**src/rtl/mem_arbiter_if.sv**
```systemverilog
//------------------------------------------------------------------------------
// Module      : mem_arbiter_if
// Description : Bundle of the core-side (IF / LSQ) and RAM-side signals of the
//               byte-serial memory arbiter.
//               slave  : arbiter side (consumes requests, drives RAM bus)
//               master : core/RAM side (issues requests, supplies RAM data)
//               Signals: ena, in_rollback, IF request/response, LSQ
//               request/response, RAM byte bus (data in/out, addr, wr).
// Revision    : 1.0 - initial release
//------------------------------------------------------------------------------
`default_nettype none

interface mem_arbiter_if #(
  parameter int RAM_ADDR_WIDTH = 32
);
  logic                      ena;
  logic                      in_rollback;
  // Instruction-fetch port
  logic                      in_if_ena;
  logic [31:0]               in_if_addr;
  logic                      out_if_ready;
  logic [31:0]               out_if_inst;
  // Load/store queue port
  logic                      in_ls_ena;
  logic                      in_ls_iswrite;
  logic [2:0]                in_ls_size;
  logic [31:0]               in_ls_addr;
  logic [31:0]               in_ls_write_data;
  logic                      out_ls_ready;
  logic [31:0]               out_ls_read_data;
  // Byte-wide RAM port
  logic [7:0]                in_ram_data;
  logic [7:0]                out_ram_data;
  logic [RAM_ADDR_WIDTH-1:0] out_ram_addr;
  logic                      out_ram_wr;

  modport slave (
    input  ena, in_rollback,
    input  in_if_ena, in_if_addr,
    output out_if_ready, out_if_inst,
    input  in_ls_ena, in_ls_iswrite, in_ls_size, in_ls_addr, in_ls_write_data,
    output out_ls_ready, out_ls_read_data,
    input  in_ram_data,
    output out_ram_data, out_ram_addr, out_ram_wr
  );

  modport master (
    output ena, in_rollback,
    output in_if_ena, in_if_addr,
    input  out_if_ready, out_if_inst,
    output in_ls_ena, in_ls_iswrite, in_ls_size, in_ls_addr, in_ls_write_data,
    input  out_ls_ready, out_ls_read_data,
    output in_ram_data,
    input  out_ram_data, out_ram_addr, out_ram_wr
  );
endinterface

`default_nettype wire

```
**src/rtl/mem_arbiter.sv**
```systemverilog
//------------------------------------------------------------------------------
// Module      : mem_arbiter
// Description : Byte-serial memory controller between the core (LSQ and IF
//               ports) and a single-port byte-wide RAM. Each 1/2/4-byte
//               access is split into consecutive byte cycles; read bytes are
//               assembled little-endian. One-cycle ready pulse per request.
//               LSQ has priority over IF; rollback kills speculative reads.
// Ports       : clk, rst (async, active-high)
//               bus (mem_arbiter_if.slave): ena, in_rollback, IF req/resp,
//               LSQ req/resp, RAM byte bus.
// Revision    : 1.0 - initial release
//------------------------------------------------------------------------------
`default_nettype none

module mem_arbiter #(
  parameter int RAM_ADDR_WIDTH = 32
) (
  input  wire logic           clk,
  input  wire logic           rst,
  mem_arbiter_if.slave        bus
);

  typedef enum logic [1:0] {
    ST_IDLE  = 2'd0,
    ST_READ  = 2'd1,
    ST_WRITE = 2'd2
  } state_t;

  state_t                    r_state;

  // Pending request slots, one per source
  logic                      r_if_pend;
  logic [31:0]               r_if_addr;
  logic                      r_ls_pend;
  logic                      r_ls_wr;
  logic [2:0]                r_ls_n;
  logic [31:0]               r_ls_addr;
  logic [31:0]               r_ls_wdata;

  // Access in progress
  logic                      r_src_ls;
  logic [31:0]               r_cur_addr;
  logic [2:0]                r_cur_n;
  logic [31:0]               r_cur_data;
  logic [2:0]                r_k;
  logic [31:0]               r_buf;

  // Registered outputs
  logic                      r_if_ready;
  logic [31:0]               r_if_inst;
  logic                      r_ls_ready;
  logic [31:0]               r_ls_rdata;
  logic [7:0]                r_ram_data;
  logic [RAM_ADDR_WIDTH-1:0] r_ram_addr;
  logic                      r_ram_wr;

  logic                      w_ls_take;
  logic                      w_if_take;
  logic [2:0]                w_req_n;
  logic [31:0]               w_byte_addr;
  logic [7:0]                w_wr_byte;
  logic [1:0]                w_rd_sh;
  logic [31:0]               w_rd_word;

  // A rollback cancels pending loads/fetches before they can be granted;
  // pending stores survive it.
  assign w_ls_take = r_ls_pend & (r_ls_wr | ~bus.in_rollback);
  assign w_if_take = r_if_pend & ~bus.in_rollback;

  always_comb begin
    w_req_n = 3'd4;
    case (bus.in_ls_size)
      3'd1:    w_req_n = 3'd1;
      3'd2:    w_req_n = 3'd2;
      default: w_req_n = 3'd4;
    endcase
  end

  // Address of byte k; wraps mod 2^32 before truncation to the RAM width.
  assign w_byte_addr = r_cur_addr + {29'd0, r_k};

  always_comb begin
    w_wr_byte = r_cur_data[7:0];
    case (r_k[1:0])
      2'd1:    w_wr_byte = r_cur_data[15:8];
      2'd2:    w_wr_byte = r_cur_data[23:16];
      2'd3:    w_wr_byte = r_cur_data[31:24];
      default: w_wr_byte = r_cur_data[7:0];
    endcase
  end

  // The byte arriving now belongs to lane k-1 (k=4 wraps to lane 3).
  // Lanes not yet captured are zero, so OR-merging assembles the word.
  assign w_rd_sh   = r_k[1:0] - 2'd1;
  assign w_rd_word = r_buf | ({24'd0, bus.in_ram_data} << {w_rd_sh, 3'b000});

  always_ff @(posedge clk or posedge rst) begin
    if (rst) begin
      r_state    <= ST_IDLE;
      r_if_pend  <= 1'b0;
      r_if_addr  <= '0;
      r_ls_pend  <= 1'b0;
      r_ls_wr    <= 1'b0;
      r_ls_n     <= '0;
      r_ls_addr  <= '0;
      r_ls_wdata <= '0;
      r_src_ls   <= 1'b0;
      r_cur_addr <= '0;
      r_cur_n    <= '0;
      r_cur_data <= '0;
      r_k        <= '0;
      r_buf      <= '0;
      r_if_ready <= 1'b0;
      r_if_inst  <= '0;
      r_ls_ready <= 1'b0;
      r_ls_rdata <= '0;
      r_ram_data <= '0;
      r_ram_addr <= '0;
      r_ram_wr   <= 1'b0;
    end else if (bus.ena) begin
      r_if_ready <= 1'b0;
      r_ls_ready <= 1'b0;

      case (r_state)
        ST_IDLE: begin
          r_ram_wr   <= 1'b0;
          r_ram_addr <= '0;
          if (w_ls_take) begin
            r_ls_pend  <= 1'b0;
            r_src_ls   <= 1'b1;
            r_cur_addr <= r_ls_addr;
            r_cur_n    <= r_ls_n;
            r_cur_data <= r_ls_wdata;
            r_k        <= 3'd1;
            r_buf      <= '0;
            r_ram_addr <= r_ls_addr[RAM_ADDR_WIDTH-1:0];
            if (r_ls_wr) begin
              r_state    <= ST_WRITE;
              r_ram_wr   <= 1'b1;
              r_ram_data <= r_ls_wdata[7:0];
            end else begin
              r_state    <= ST_READ;
            end
          end else if (w_if_take) begin
            r_if_pend  <= 1'b0;
            r_src_ls   <= 1'b0;
            r_cur_addr <= r_if_addr;
            r_cur_n    <= 3'd4;
            r_k        <= 3'd1;
            r_buf      <= '0;
            r_ram_addr <= r_if_addr[RAM_ADDR_WIDTH-1:0];
            r_state    <= ST_READ;
          end
        end

        ST_READ: begin
          if (bus.in_rollback) begin
            // Speculative read squashed, including one finishing this edge
            r_state    <= ST_IDLE;
            r_ram_addr <= '0;
          end else begin
            r_buf <= w_rd_word;
            if (r_k == r_cur_n) begin
              r_state    <= ST_IDLE;
              r_ram_addr <= '0;
              if (r_src_ls) begin
                r_ls_ready <= 1'b1;
                r_ls_rdata <= w_rd_word;
              end else begin
                r_if_ready <= 1'b1;
                r_if_inst  <= w_rd_word;
              end
            end else begin
              r_ram_addr <= w_byte_addr[RAM_ADDR_WIDTH-1:0];
              r_k        <= r_k + 3'd1;
            end
          end
        end

        ST_WRITE: begin
          if (r_k == r_cur_n) begin
            r_state    <= ST_IDLE;
            r_ram_wr   <= 1'b0;
            r_ram_addr <= '0;
            r_ls_ready <= 1'b1;
          end else begin
            r_ram_addr <= w_byte_addr[RAM_ADDR_WIDTH-1:0];
            r_ram_data <= w_wr_byte;
            r_k        <= r_k + 3'd1;
          end
        end

        default: begin
          r_state    <= ST_IDLE;
          r_ram_wr   <= 1'b0;
          r_ram_addr <= '0;
        end
      endcase

      // Slot maintenance comes after the grant so its effects take precedence.
      if (bus.in_rollback) begin
        r_if_pend <= 1'b0;
        if (!r_ls_wr) begin
          r_ls_pend <= 1'b0;
        end
      end

      if (bus.in_if_ena && !bus.in_rollback) begin
        r_if_pend <= 1'b1;
        r_if_addr <= bus.in_if_addr;
      end

      if (bus.in_ls_ena && (bus.in_ls_iswrite || !bus.in_rollback)) begin
        r_ls_pend  <= 1'b1;
        r_ls_wr    <= bus.in_ls_iswrite;
        r_ls_n     <= w_req_n;
        r_ls_addr  <= bus.in_ls_addr;
        r_ls_wdata <= bus.in_ls_write_data;
      end
    end
  end

  assign bus.out_if_ready     = r_if_ready;
  assign bus.out_if_inst      = r_if_inst;
  assign bus.out_ls_ready     = r_ls_ready;
  assign bus.out_ls_read_data = r_ls_rdata;
  assign bus.out_ram_data     = r_ram_data;
  assign bus.out_ram_addr     = r_ram_addr;
  assign bus.out_ram_wr       = r_ram_wr;

endmodule

`default_nettype wire

```
**src/flat_wrapper.sv**
```systemverilog
// flat-port wrapper written by rule: the top's interface ports become plain ports
module mem_arbiter_flat 
#(
  parameter int RAM_ADDR_WIDTH = 32
)
  (clk, rst, bus_ena, bus_in_rollback, bus_in_if_ena, bus_in_if_addr, bus_out_if_ready, bus_out_if_inst, bus_in_ls_ena, bus_in_ls_iswrite, bus_in_ls_size, bus_in_ls_addr, bus_in_ls_write_data, bus_out_ls_ready, bus_out_ls_read_data, bus_in_ram_data, bus_out_ram_data, bus_out_ram_addr, bus_out_ram_wr);
  mem_arbiter_if #(.RAM_ADDR_WIDTH(RAM_ADDR_WIDTH)) bus_i ();
  input  wire logic clk;
  input  wire logic rst;
  input wire logic [$bits(bus_i.ena)-1:0] bus_ena;
  input wire logic [$bits(bus_i.in_rollback)-1:0] bus_in_rollback;
  input wire logic [$bits(bus_i.in_if_ena)-1:0] bus_in_if_ena;
  input wire logic [$bits(bus_i.in_if_addr)-1:0] bus_in_if_addr;
  output wire logic [$bits(bus_i.out_if_ready)-1:0] bus_out_if_ready;
  output wire logic [$bits(bus_i.out_if_inst)-1:0] bus_out_if_inst;
  input wire logic [$bits(bus_i.in_ls_ena)-1:0] bus_in_ls_ena;
  input wire logic [$bits(bus_i.in_ls_iswrite)-1:0] bus_in_ls_iswrite;
  input wire logic [$bits(bus_i.in_ls_size)-1:0] bus_in_ls_size;
  input wire logic [$bits(bus_i.in_ls_addr)-1:0] bus_in_ls_addr;
  input wire logic [$bits(bus_i.in_ls_write_data)-1:0] bus_in_ls_write_data;
  output wire logic [$bits(bus_i.out_ls_ready)-1:0] bus_out_ls_ready;
  output wire logic [$bits(bus_i.out_ls_read_data)-1:0] bus_out_ls_read_data;
  input wire logic [$bits(bus_i.in_ram_data)-1:0] bus_in_ram_data;
  output wire logic [$bits(bus_i.out_ram_data)-1:0] bus_out_ram_data;
  output wire logic [$bits(bus_i.out_ram_addr)-1:0] bus_out_ram_addr;
  output wire logic [$bits(bus_i.out_ram_wr)-1:0] bus_out_ram_wr;
  assign bus_i.ena = bus_ena;
  assign bus_i.in_rollback = bus_in_rollback;
  assign bus_i.in_if_ena = bus_in_if_ena;
  assign bus_i.in_if_addr = bus_in_if_addr;
  assign bus_out_if_ready = bus_i.out_if_ready;
  assign bus_out_if_inst = bus_i.out_if_inst;
  assign bus_i.in_ls_ena = bus_in_ls_ena;
  assign bus_i.in_ls_iswrite = bus_in_ls_iswrite;
  assign bus_i.in_ls_size = bus_in_ls_size;
  assign bus_i.in_ls_addr = bus_in_ls_addr;
  assign bus_i.in_ls_write_data = bus_in_ls_write_data;
  assign bus_out_ls_ready = bus_i.out_ls_ready;
  assign bus_out_ls_read_data = bus_i.out_ls_read_data;
  assign bus_i.in_ram_data = bus_in_ram_data;
  assign bus_out_ram_data = bus_i.out_ram_data;
  assign bus_out_ram_addr = bus_i.out_ram_addr;
  assign bus_out_ram_wr = bus_i.out_ram_wr;
  mem_arbiter #(.RAM_ADDR_WIDTH(RAM_ADDR_WIDTH)) u_core (.clk(clk), .rst(rst), .bus(bus_i));
endmodule
```
**config.mk**
```make
export PLATFORM = sky130hd
export DESIGN_NAME = mem_arbiter_flat
export DESIGN_NICKNAME = d
export VERILOG_FILES = /design/src/rtl/mem_arbiter_if.sv /design/src/rtl/mem_arbiter.sv /design/src/flat_wrapper.sv
export SDC_FILE = /design/constraint.sdc
export NUM_CORES = 1
export LEC_CHECK = 0
export BUFFER_PORTS_ARGS = -buffer_cell sky130_fd_sc_hd__buf_2
export CORE_AREA = 2 2 169 171
export CTS_BUF_LIST = sky130_fd_sc_hd__clkbuf_16
export DETAILED_ROUTE_END_ITERATION = 7
export DIE_AREA = 0 0 171 173
export HOLD_SLACK_MARGIN = 0.08
export PLACE_DENSITY = 0.71
export SYNTH_ARGS = -nofsm -noshare
export SYNTH_HDL_FRONTEND = slang
export SYNTH_SLANG_ARGS = --single-unit
export TNS_END_PERCENT = 20
```
**constraint.sdc**
```tcl
create_clock -name clk -period 10 [get_ports clk]
set_input_delay 0.5 -clock clk [delete_from_list [all_inputs] [get_ports clk]]
set_output_delay 0.5 -clock clk [all_outputs]
set_load 0.02 [all_outputs]
```
==> results of run 1 <==
==> registers in the layout, summed over array words and instances, names as in the netlist, 2 cells and up <==
| signal | cells |
|---|---|
| u_core.r_state | 2 |
| u_core.r_if_addr | 32 |
| u_core.r_buf | 32 |
| u_core.r_cur_n | 3 |
| u_core.r_ls_n | 3 |
| u_core.r_k | 3 |
| u_core.bus.out_ram_data | 8 |
| u_core.bus.out_ls_read_data | 32 |
| u_core.bus.out_ram_addr | 32 |
| u_core.bus.out_if_inst | 32 |
| u_core.r_ls_addr | 32 |
| u_core.r_cur_addr | 32 |
| u_core.r_cur_data | 32 |
| u_core.r_ls_wdata | 32 |
==> path summary, 6_finish.rpt <==
kind,startpoint,to,cells after the start
setup / recovery,u_core.r_k[0]$_DFFE_PP0P_,u_core.bus.out_if_inst[7]$_DFFE_PP0P_,5
hold / removal,rst,u_core.bus.out_ls_read_data[24]$_DFFE_PP0P_,2
setup reg to reg,u_core.r_k[0]$_DFFE_PP0P_,u_core.bus.out_if_inst[7]$_DFFE_PP0P_,5
hold reg to reg,u_core.r_ls_wdata[12]$_DFFE_PP0P_,u_core.r_cur_data[12]$_DFFE_PP0P_,2
max in group asynchronous,rst,u_core.r_if_addr[10]$_DFFE_PP0P_,4
min in group clk,bus_in_ls_size[2],u_core.r_ls_n[0]$_DFFE_PP0P_,2
==> synth_stat cells, types with 6 or more instances <==
master and count:
sky130_fd_sc_hd__a22oi_1 18, sky130_fd_sc_hd__o211ai_1 6, sky130_fd_sc_hd__clkbuf_2 8, sky130_fd_sc_hd__buf_1 6, sky130_fd_sc_hd__a2bb2oi_1 6, sky130_fd_sc_hd__mux2i_1 42
sky130_fd_sc_hd__dfrtp_1 314, sky130_fd_sc_hd__xor2_1 20, sky130_fd_sc_hd__nor2_1 48, sky130_fd_sc_hd__and3_1 9, sky130_fd_sc_hd__o21ai_0 54, sky130_fd_sc_hd__o221ai_1 16
sky130_fd_sc_hd__inv_1 18, sky130_fd_sc_hd__buf_2 26, sky130_fd_sc_hd__mux2_2 159, sky130_fd_sc_hd__nand4_1 10, sky130_fd_sc_hd__o21ai_1 8, sky130_fd_sc_hd__a21oi_1 45
sky130_fd_sc_hd__nand2_1 186, sky130_fd_sc_hd__a222oi_1 8, sky130_fd_sc_hd__ha_1 11, sky130_fd_sc_hd__o2bb2ai_1 6, sky130_fd_sc_hd__nand3_1 12, sky130_fd_sc_hd__a22o_1 10
sky130_fd_sc_hd__clkbuf_1 33, sky130_fd_sc_hd__a21o_1 33, sky130_fd_sc_hd__xnor2_1 11
==> worst register-to-register path, cell delays in order, from the launching register on <==
cell,delay (ns)
sky130_fd_sc_hd__dfrtp_1,0.48
sky130_fd_sc_hd__xor2_1,0.19
sky130_fd_sc_hd__nor3_2,0.68
sky130_fd_sc_hd__nand3_1,0.24
sky130_fd_sc_hd__nor2_4,0.82
sky130_fd_sc_hd__mux2_2,0.44
==> through the flow <==
step | total power [uW] | cells | area [um^2]
2_1_floorplan | 2890 | 1181 | 13800
3_3_place_gp | 3300 | 1716 | 15100
3_5_place_dp | 3340 | 1716 | 15100
4_1_cts | 4540 | 1778 | 16200
5_1_grt | 4790 | 1779 | 16200
6_report | 4510 | 1781 | 16200
==> per-layer routing <==
| layer | part of all wire, % | vias up | GRT usage, % | wire length [um] |
|---|---|---|---|---|
| met3 | 5.5 | 50 | 3.96 | 1790 |
| met2 | 48 | 257 | 36.5 | 15600 |
| li1 | - | 4551 | - | - |
| met5 | 0.040 | - | 0 | 13 |
| met1 | 45 | 4847 | 30.0 | 14600 |
| met4 | 2.2 | 2 | 6.85 | 726 |
==> cells by family after synthesis <==
family                   after synthesis  synth area share, %
AO/OA/AOI/OAI                        233                 11.4
XOR/XNOR                              31                 1.97
adder cells (fa/ha/maj)               12                 1.14
buffers and inverters                 95                 3.03
flip-flops                           314                 57.0
multiplexers                         201                 16.1
AND/OR/NAND/NOR                      295                 9.39
==> power by group through the flow <==
stage               Combinational [uW]  Clock (uW)  Sequential (uW)
finish                            1390        1190             1940
global route                      1540        1260             1990
CTS                               1400        1210             1930
detailed placement                1390           0             1950
global placement                  1360           0             1940
floorplan                          855           0             2030
==> cell type report <==
| cell class | instances | area (um^2) | share of cell area, % |
|---|---|---|---|
| clock buffer | 37 | 926 | 5.71 |
| sequential | 314 | 7860 | 48.5 |
| antenna | 3 | 7.51 | 0.0463 |
| inverter | 18 | 75.1 | 0.463 |
| timing repair buffer | 234 | 1210 | 7.44 |
| tap | 378 | 473 | 2.92 |
| clock inverter | 25 | 136 | 0.842 |
| multi-input combinational | 772 | 5520 | 34.1 |
==> impl_results.rst, run 1 <==
.. list-table::
   :header-rows: 1

   * - Metric
     - Value
   * - Outcome
     - finished clean
   * - Highest achievable clock rate
     - 337 MHz
   * - Combinational share of power
     - 30.8%
   * - Switching power
     - 1610 uW
   * - Fillcell total
     - 2408
   * - Yosys top cell area share
     - 57.0%
   * - Most frequent cells in the layout
     - sky130_fd_sc_hd__dfrtp_1 (314), sky130_fd_sc_hd__buf_2 (220), sky130_fd_sc_hd__nand2_1 (184), sky130_fd_sc_hd__mux2_2 (159), sky130_fd_sc_hd__o21ai_0 (54)
   * - Count of boundary I/O pins
     - 221
   * - Critical path buffer and inverter count
     - 0
   * - Critical path required time
     - 10.38 ns
   * - Post-Place Setup Slack
     - 7.04 ns
   * - Net switching share of the total power
     - 35.7%
   * - Die height
     - 173 um
   * - Die Width
     - 171 um
   * - Sequential area share after synthesis
     - 57.0%
   * - R2r setup slk
     - 7.03 ns
   * - Via count of the first global-routing pass
     - 9764
   * - Critical path peak fanout
     - 33
   * - Quantity of I/O buffers inserted on ports
     - 220
   * - Peak supply drop
     - 0.143 mV
   * - Internal portion of total power
     - 2900 uW
   * - Number of sinks driven by the clock tree
     - 314
   * - Routed length per instance
     - 18.4 um
   * - Setup Skew
     - 0.0158 ns
   * - Share of layout cells above drive strength 1
     - 32.3%
   * - CTS tree
     - done
   * - Post-CTS resize count
     - 0
   * - Startpoint Class
     - flip-flop
   * - Crit path max-delay cell type
     - sky130_fd_sc_hd__nor2_4
   * - Category of the worst setup path capture point
     - flip-flop
   * - Synthesis Warnings
     - 0
   * - Post-CTS setup repair buffer count
     - 0
   * - Cell Pwr Density
     - 278 nW/um^2
   * - Kind of critical path
     - flip-flop to flip-flop
   * - Layout-stage area growth over the synthesis result
     - 17.7%
   * - Average size of a mapped cell
     - 11.7 um^2
   * - CTS root buf
     - sky130_fd_sc_hd__clkbuf_16
   * - Setup ws final
     - 7.03 ns
   * - Leading post-synthesis cells by cell area
     - sky130_fd_sc_hd__dfrtp_1 (57%), sky130_fd_sc_hd__mux2_2 (13%), sky130_fd_sc_hd__nand2_1 (5.1%)
   * - Post-synthesis instance area
     - 13800 um^2
   * - Number of synthesized flops with an enable pin
     - 0
   * - Starting Density
     - 49.9%
   * - Maximum buffer depth of the clock tree
     - 3
   * - Worst skew pair latency
     - 0.51 ns
   * - Worst hold path type
     - input port to asynchronous set/reset pin
   * - Number of design rule violations left after detail routing
     - 0
   * - Initial antenna violation count
     - 4
   * - Clk slew on worst S/H paths
     - 0.06 ns
   * - Final weighted congestion in routability-driven placement
     - 0.797
   * - Largest delay contributor family on the critical path
     - simple AND/OR/NAND/NOR gates
   * - Wire length of the first global-routing pass
     - 52300 um
   * - Pre-antenna DRT Iters
     - 5
   * - Primary flip-flop cell chosen by synthesis mapping
     - sky130_fd_sc_hd__dfrtp_1
   * - Worst slew slack as a fraction of its limit
     - 25.3%
   * - Gate Count Post-Synth
     - 1181
   * - Transition time at the pin with the least slew margin
     - 1.12 ns
   * - Hold buffer count at CTS
     - 0
   * - RSZ-0062 raised after global routing
     - no
   * - Layout Utilization
     - 58.7%
   * - Part of the power in registers
     - 43.0%
   * - Total overflow reported by the global router
     - 0
   * - Total of flip-flops plus latches after synthesis
     - 314
   * - Num CTS Buffers
     - 35
   * - Leakage power summed over all cells
     - 0.00826 uW
   * - Global-route usage over all layers
     - 22.2%
   * - Clock period minus worst slack
     - 2.97 ns
   * - Pin count of the biggest net entering global routing
     - 118
   * - DRT Wirelength
     - 32800 um
   * - Net Count, Synth
     - 1307
   * - Final setup vio count
     - 0
   * - DRT iter0 DRCs
     - 739
   * - Share of flip-flops with an asynchronous set or reset after synthesis
     - 100%
   * - Final Max Tran Viols
     - 0
   * - Number of hold-slack violations in the final timing report
     - 0
   * - Num rows
     - 61
   * - Portion of total power attributed to the clock network
     - 26.3%
   * - Number of violations of the max-capacitance limit
     - 0
   * - H-tree depth
     - 2
   * - Synth cell types
     - 61
   * - Most common library cell in the layout ignoring fill and taps
     - sky130_fd_sc_hd__dfrtp_1
   * - Total number of nets in the final design
     - 1501
   * - Die footprint
     - 29600 um^2
   * - Remaining antenna violation count
     - 0
   * - Max incr delay on CP
     - 0.81 ns
   * - Crit path cell chain
     - xor2_1 -> nor3_2 -> nand3_1 -> nor2_4 -> mux2_2
   * - Setup TNS after final layout
     - 0 ns
   * - Post-DR vias/cell
     - 5.45
   * - Ratio of final minimum period to clock period
     - 29.7%
   * - Final hold slack
     - 0.161 ns
   * - Dominant cell type by area after synthesis
     - sky130_fd_sc_hd__dfrtp_1
   * - Core ar.
     - 27600 um^2
   * - Total via count after detailed routing
     - 9707
   * - Post-DP HPWL
     - 22200 um
   * - Critical path arrival
     - 3.35 ns
(Power assumes the default switching activity.)
==> inputs of run 2 (changes only) <==
==> constraint.sdc (replaced) <==
create_clock -name clk -period 3.1 [get_ports clk]
set_input_delay 0.155 -clock clk [delete_from_list [all_inputs] [get_ports clk]]
set_output_delay 0.155 -clock clk [all_outputs]
set_load 0.02 [all_outputs]
==> impl_results.rst, run 2 (synthesis results as in run 1) <==
.. list-table::
   :header-rows: 1

   * - Metric
     - Value
   * - Net switching share of the total power
     - 35.8%
   * - Total overflow reported by the global router
     - 0
   * - Standard cell area after detailed placement
     - 15300 um^2
   * - Leakage power summed over all cells
     - 0.00882 uW
   * - Num CTS Buffers
     - 35
   * - Die Width
     - 171 um
   * - Final Max Tran Viols
     - 0
   * - Most frequent cells in the layout
     - sky130_fd_sc_hd__dfrtp_1 (314), sky130_fd_sc_hd__buf_2 (220), sky130_fd_sc_hd__nand2_1 (184), sky130_fd_sc_hd__mux2_2 (159), sky130_fd_sc_hd__dlygate4sd3_1 (112)
   * - Worst skew pair latency
     - 0.50 ns
   * - Startpoint Class
     - flip-flop
   * - Starting Density
     - 49.9%
   * - Fillcell total
     - 2216
   * - Post-DR vias/cell
     - 5.43
   * - Area of combinational cells with multiple inputs
     - 5520 um^2
   * - Core ar.
     - 27600 um^2
   * - Pre-antenna DRT Iters
     - 8
   * - Combinational share of power
     - 31.7%
   * - Number of violations of the max-capacitance limit
     - 0
   * - Critical path peak fanout
     - 10
   * - Transition time at the pin with the least slew margin
     - 0.972 ns
   * - Total via count after detailed routing
     - 10.3k
   * - Setup Skew
     - 0.00956 ns
   * - Number of design rule violations left after detail routing
     - 0
   * - Worst hold path type
     - input port to flip-flop
   * - Outcome
     - finished clean
   * - Reg area
     - 7860 um^2
   * - Post-Place Setup Slack
     - 0.535 ns
   * - Part of the power in registers
     - 42.5%
   * - DRT iter0 DRCs
     - 760
   * - Final weighted congestion in routability-driven placement
     - 0.819
   * - Share of layout cells above drive strength 1
     - 30.6%
   * - Total non-filler cell area in the finished layout
     - 17400 um^2
   * - Pin count of the biggest net entering global routing
     - 107
   * - Global-route usage over all layers
     - 23.7%
   * - Die footprint
     - 29600 um^2
   * - RSZ-0062 raised after global routing
     - no
   * - Maximum buffer depth of the clock tree
     - 3
   * - Critical path arrival
     - 3.00 ns
   * - Worst slew slack as a fraction of its limit
     - 35.1%
   * - Setup ws final
     - 0.456 ns
   * - Category of the worst setup path capture point
     - flip-flop
   * - CTS tree
     - done
   * - H-tree depth
     - 2
   * - Highest achievable clock rate
     - 378 MHz
   * - Via count of the first global-routing pass
     - 10.5k
   * - Clk slew on worst S/H paths
     - 0.06 ns
   * - Internal portion of total power
     - 9490 uW
   * - Post-DP HPWL
     - 22700 um
   * - DRT Wirelength
     - 34500 um
   * - Ratio of final minimum period to clock period
     - 85.3%
   * - Die height
     - 173 um
   * - Number of hold-slack violations in the final timing report
     - 0
   * - Post-CTS resize count
     - 0
   * - Kind of critical path
     - flip-flop to flip-flop
   * - Routed length per instance
     - 18.1 um
   * - Num rows
     - 61
   * - Number of sinks driven by the clock tree
     - 314
   * - R2r setup slk
     - 0.46 ns
   * - Peak supply drop
     - 0.455 mV
   * - Remaining antenna violation count
     - 0
   * - Quantity of I/O buffers inserted on ports
     - 220
   * - Cell Pwr Density
     - 847 nW/um^2
   * - Critical path required time
     - 3.46 ns
   * - CTS root buf
     - sky130_fd_sc_hd__clkbuf_16
   * - Count of boundary I/O pins
     - 221
   * - Layout-stage area growth over the synthesis result
     - 26.6%
   * - Total number of nets in the final design
     - 1627
   * - Clock period minus worst slack
     - 2.64 ns
   * - Wire length of the first global-routing pass
     - 56100 um
   * - Initial antenna violation count
     - 1
   * - Most common library cell in the layout ignoring fill and taps
     - sky130_fd_sc_hd__dfrtp_1
   * - Portion of total power attributed to the clock network
     - 25.9%
   * - Switching power
     - 5280 uW
   * - Final setup vio count
     - 0
[run 2: what timing repair did]
action,4_1_cts,5_1_grt
setup buffers,0,0
endpoints found under the hold margin,154,0
hold buffers,112,0
[run 2: worst max-delay path, stage by stage, from the launching register on]
cell and delay (ns):
sky130_fd_sc_hd__dfrtp_1 0.50, sky130_fd_sc_hd__ha_1 0.22, sky130_fd_sc_hd__inv_1 0.06, sky130_fd_sc_hd__fa_1 0.46
sky130_fd_sc_hd__nor2b_1 0.27, sky130_fd_sc_hd__o2111a_1 0.50, sky130_fd_sc_hd__nand3_1 0.17, sky130_fd_sc_hd__xor2_1 0.17
sky130_fd_sc_hd__o221ai_1 0.13
[run 2: through the flow]
stage               total power, uW  hold slack [ns]  setup TNS [ns]  cells  utilization (%)
floorplan                      9310            0.244         -388.69   1181                -
global placement              10700            0.272               0   1730             55.3
detailed placement            10900            0.280               0   1730             55.3
CTS                           14800           0.0879               0   1900             63.1
global route                  15700            0.118               0   1901             63.1
finish                        14800           0.0945               0   1901             63.1
[run 2: layer usage]
layer / track usage [%] / up-vias / routed length [um]
met2: 37.9 / 292 / 16300
met4: 6.96 / 0 / 835
met5: 0 / - / 0
met3: 3.91 / 56 / 1910
met1: 33.4 / 5160 / 15500
li1: - / 4810 / -
[run 2: final timing paths]
kind                                                    from                                           to  depth (start not counted)
max in group asynchronous                                rst             u_core.r_if_addr[25]$_DFFE_PP0P_                          4
min in group asynchronous                                rst  u_core.bus.out_ls_read_data[29]$_DFFE_PP0P_                          3
setup reg to reg                   u_core.r_k[0]$_DFFE_PP0P_      u_core.bus.out_ram_addr[22]$_DFFE_PP0P_                          8
hold reg to reg            u_core.r_ls_wdata[21]$_DFFE_PP0P_            u_core.r_cur_data[21]$_DFFE_PP0P_                          2
hold / removal                             bus_in_ls_size[1]                 u_core.r_ls_n[2]$_DFFE_PP0P_                          4
setup / recovery                   u_core.r_k[0]$_DFFE_PP0P_      u_core.bus.out_ram_addr[22]$_DFFE_PP0P_                          8
[run 2: layout make-up]
type,count,area share [%]
clock inverter,21,0.682
clock buffer,37,5.31
timing repair buffer,360,14.2
tap,378,2.71
sequential,314,45.1
inverter,18,0.409
antenna,1,0.0144
multi-input combinational,772,31.6
[run 2: power groups by stage]
| stage | clock [uW] | sequential [uW] | combinational, uW |
|---|---|---|---|
| after floorplan | 0 | 6560 | 2760 |
| after global placement | 0 | 6270 | 4430 |
| after detailed placement | 0 | 6310 | 4550 |
| after CTS | 3890 | 6260 | 4690 |
| after global routing | 4080 | 6420 | 5190 |
| final | 3820 | 6280 | 4680 |
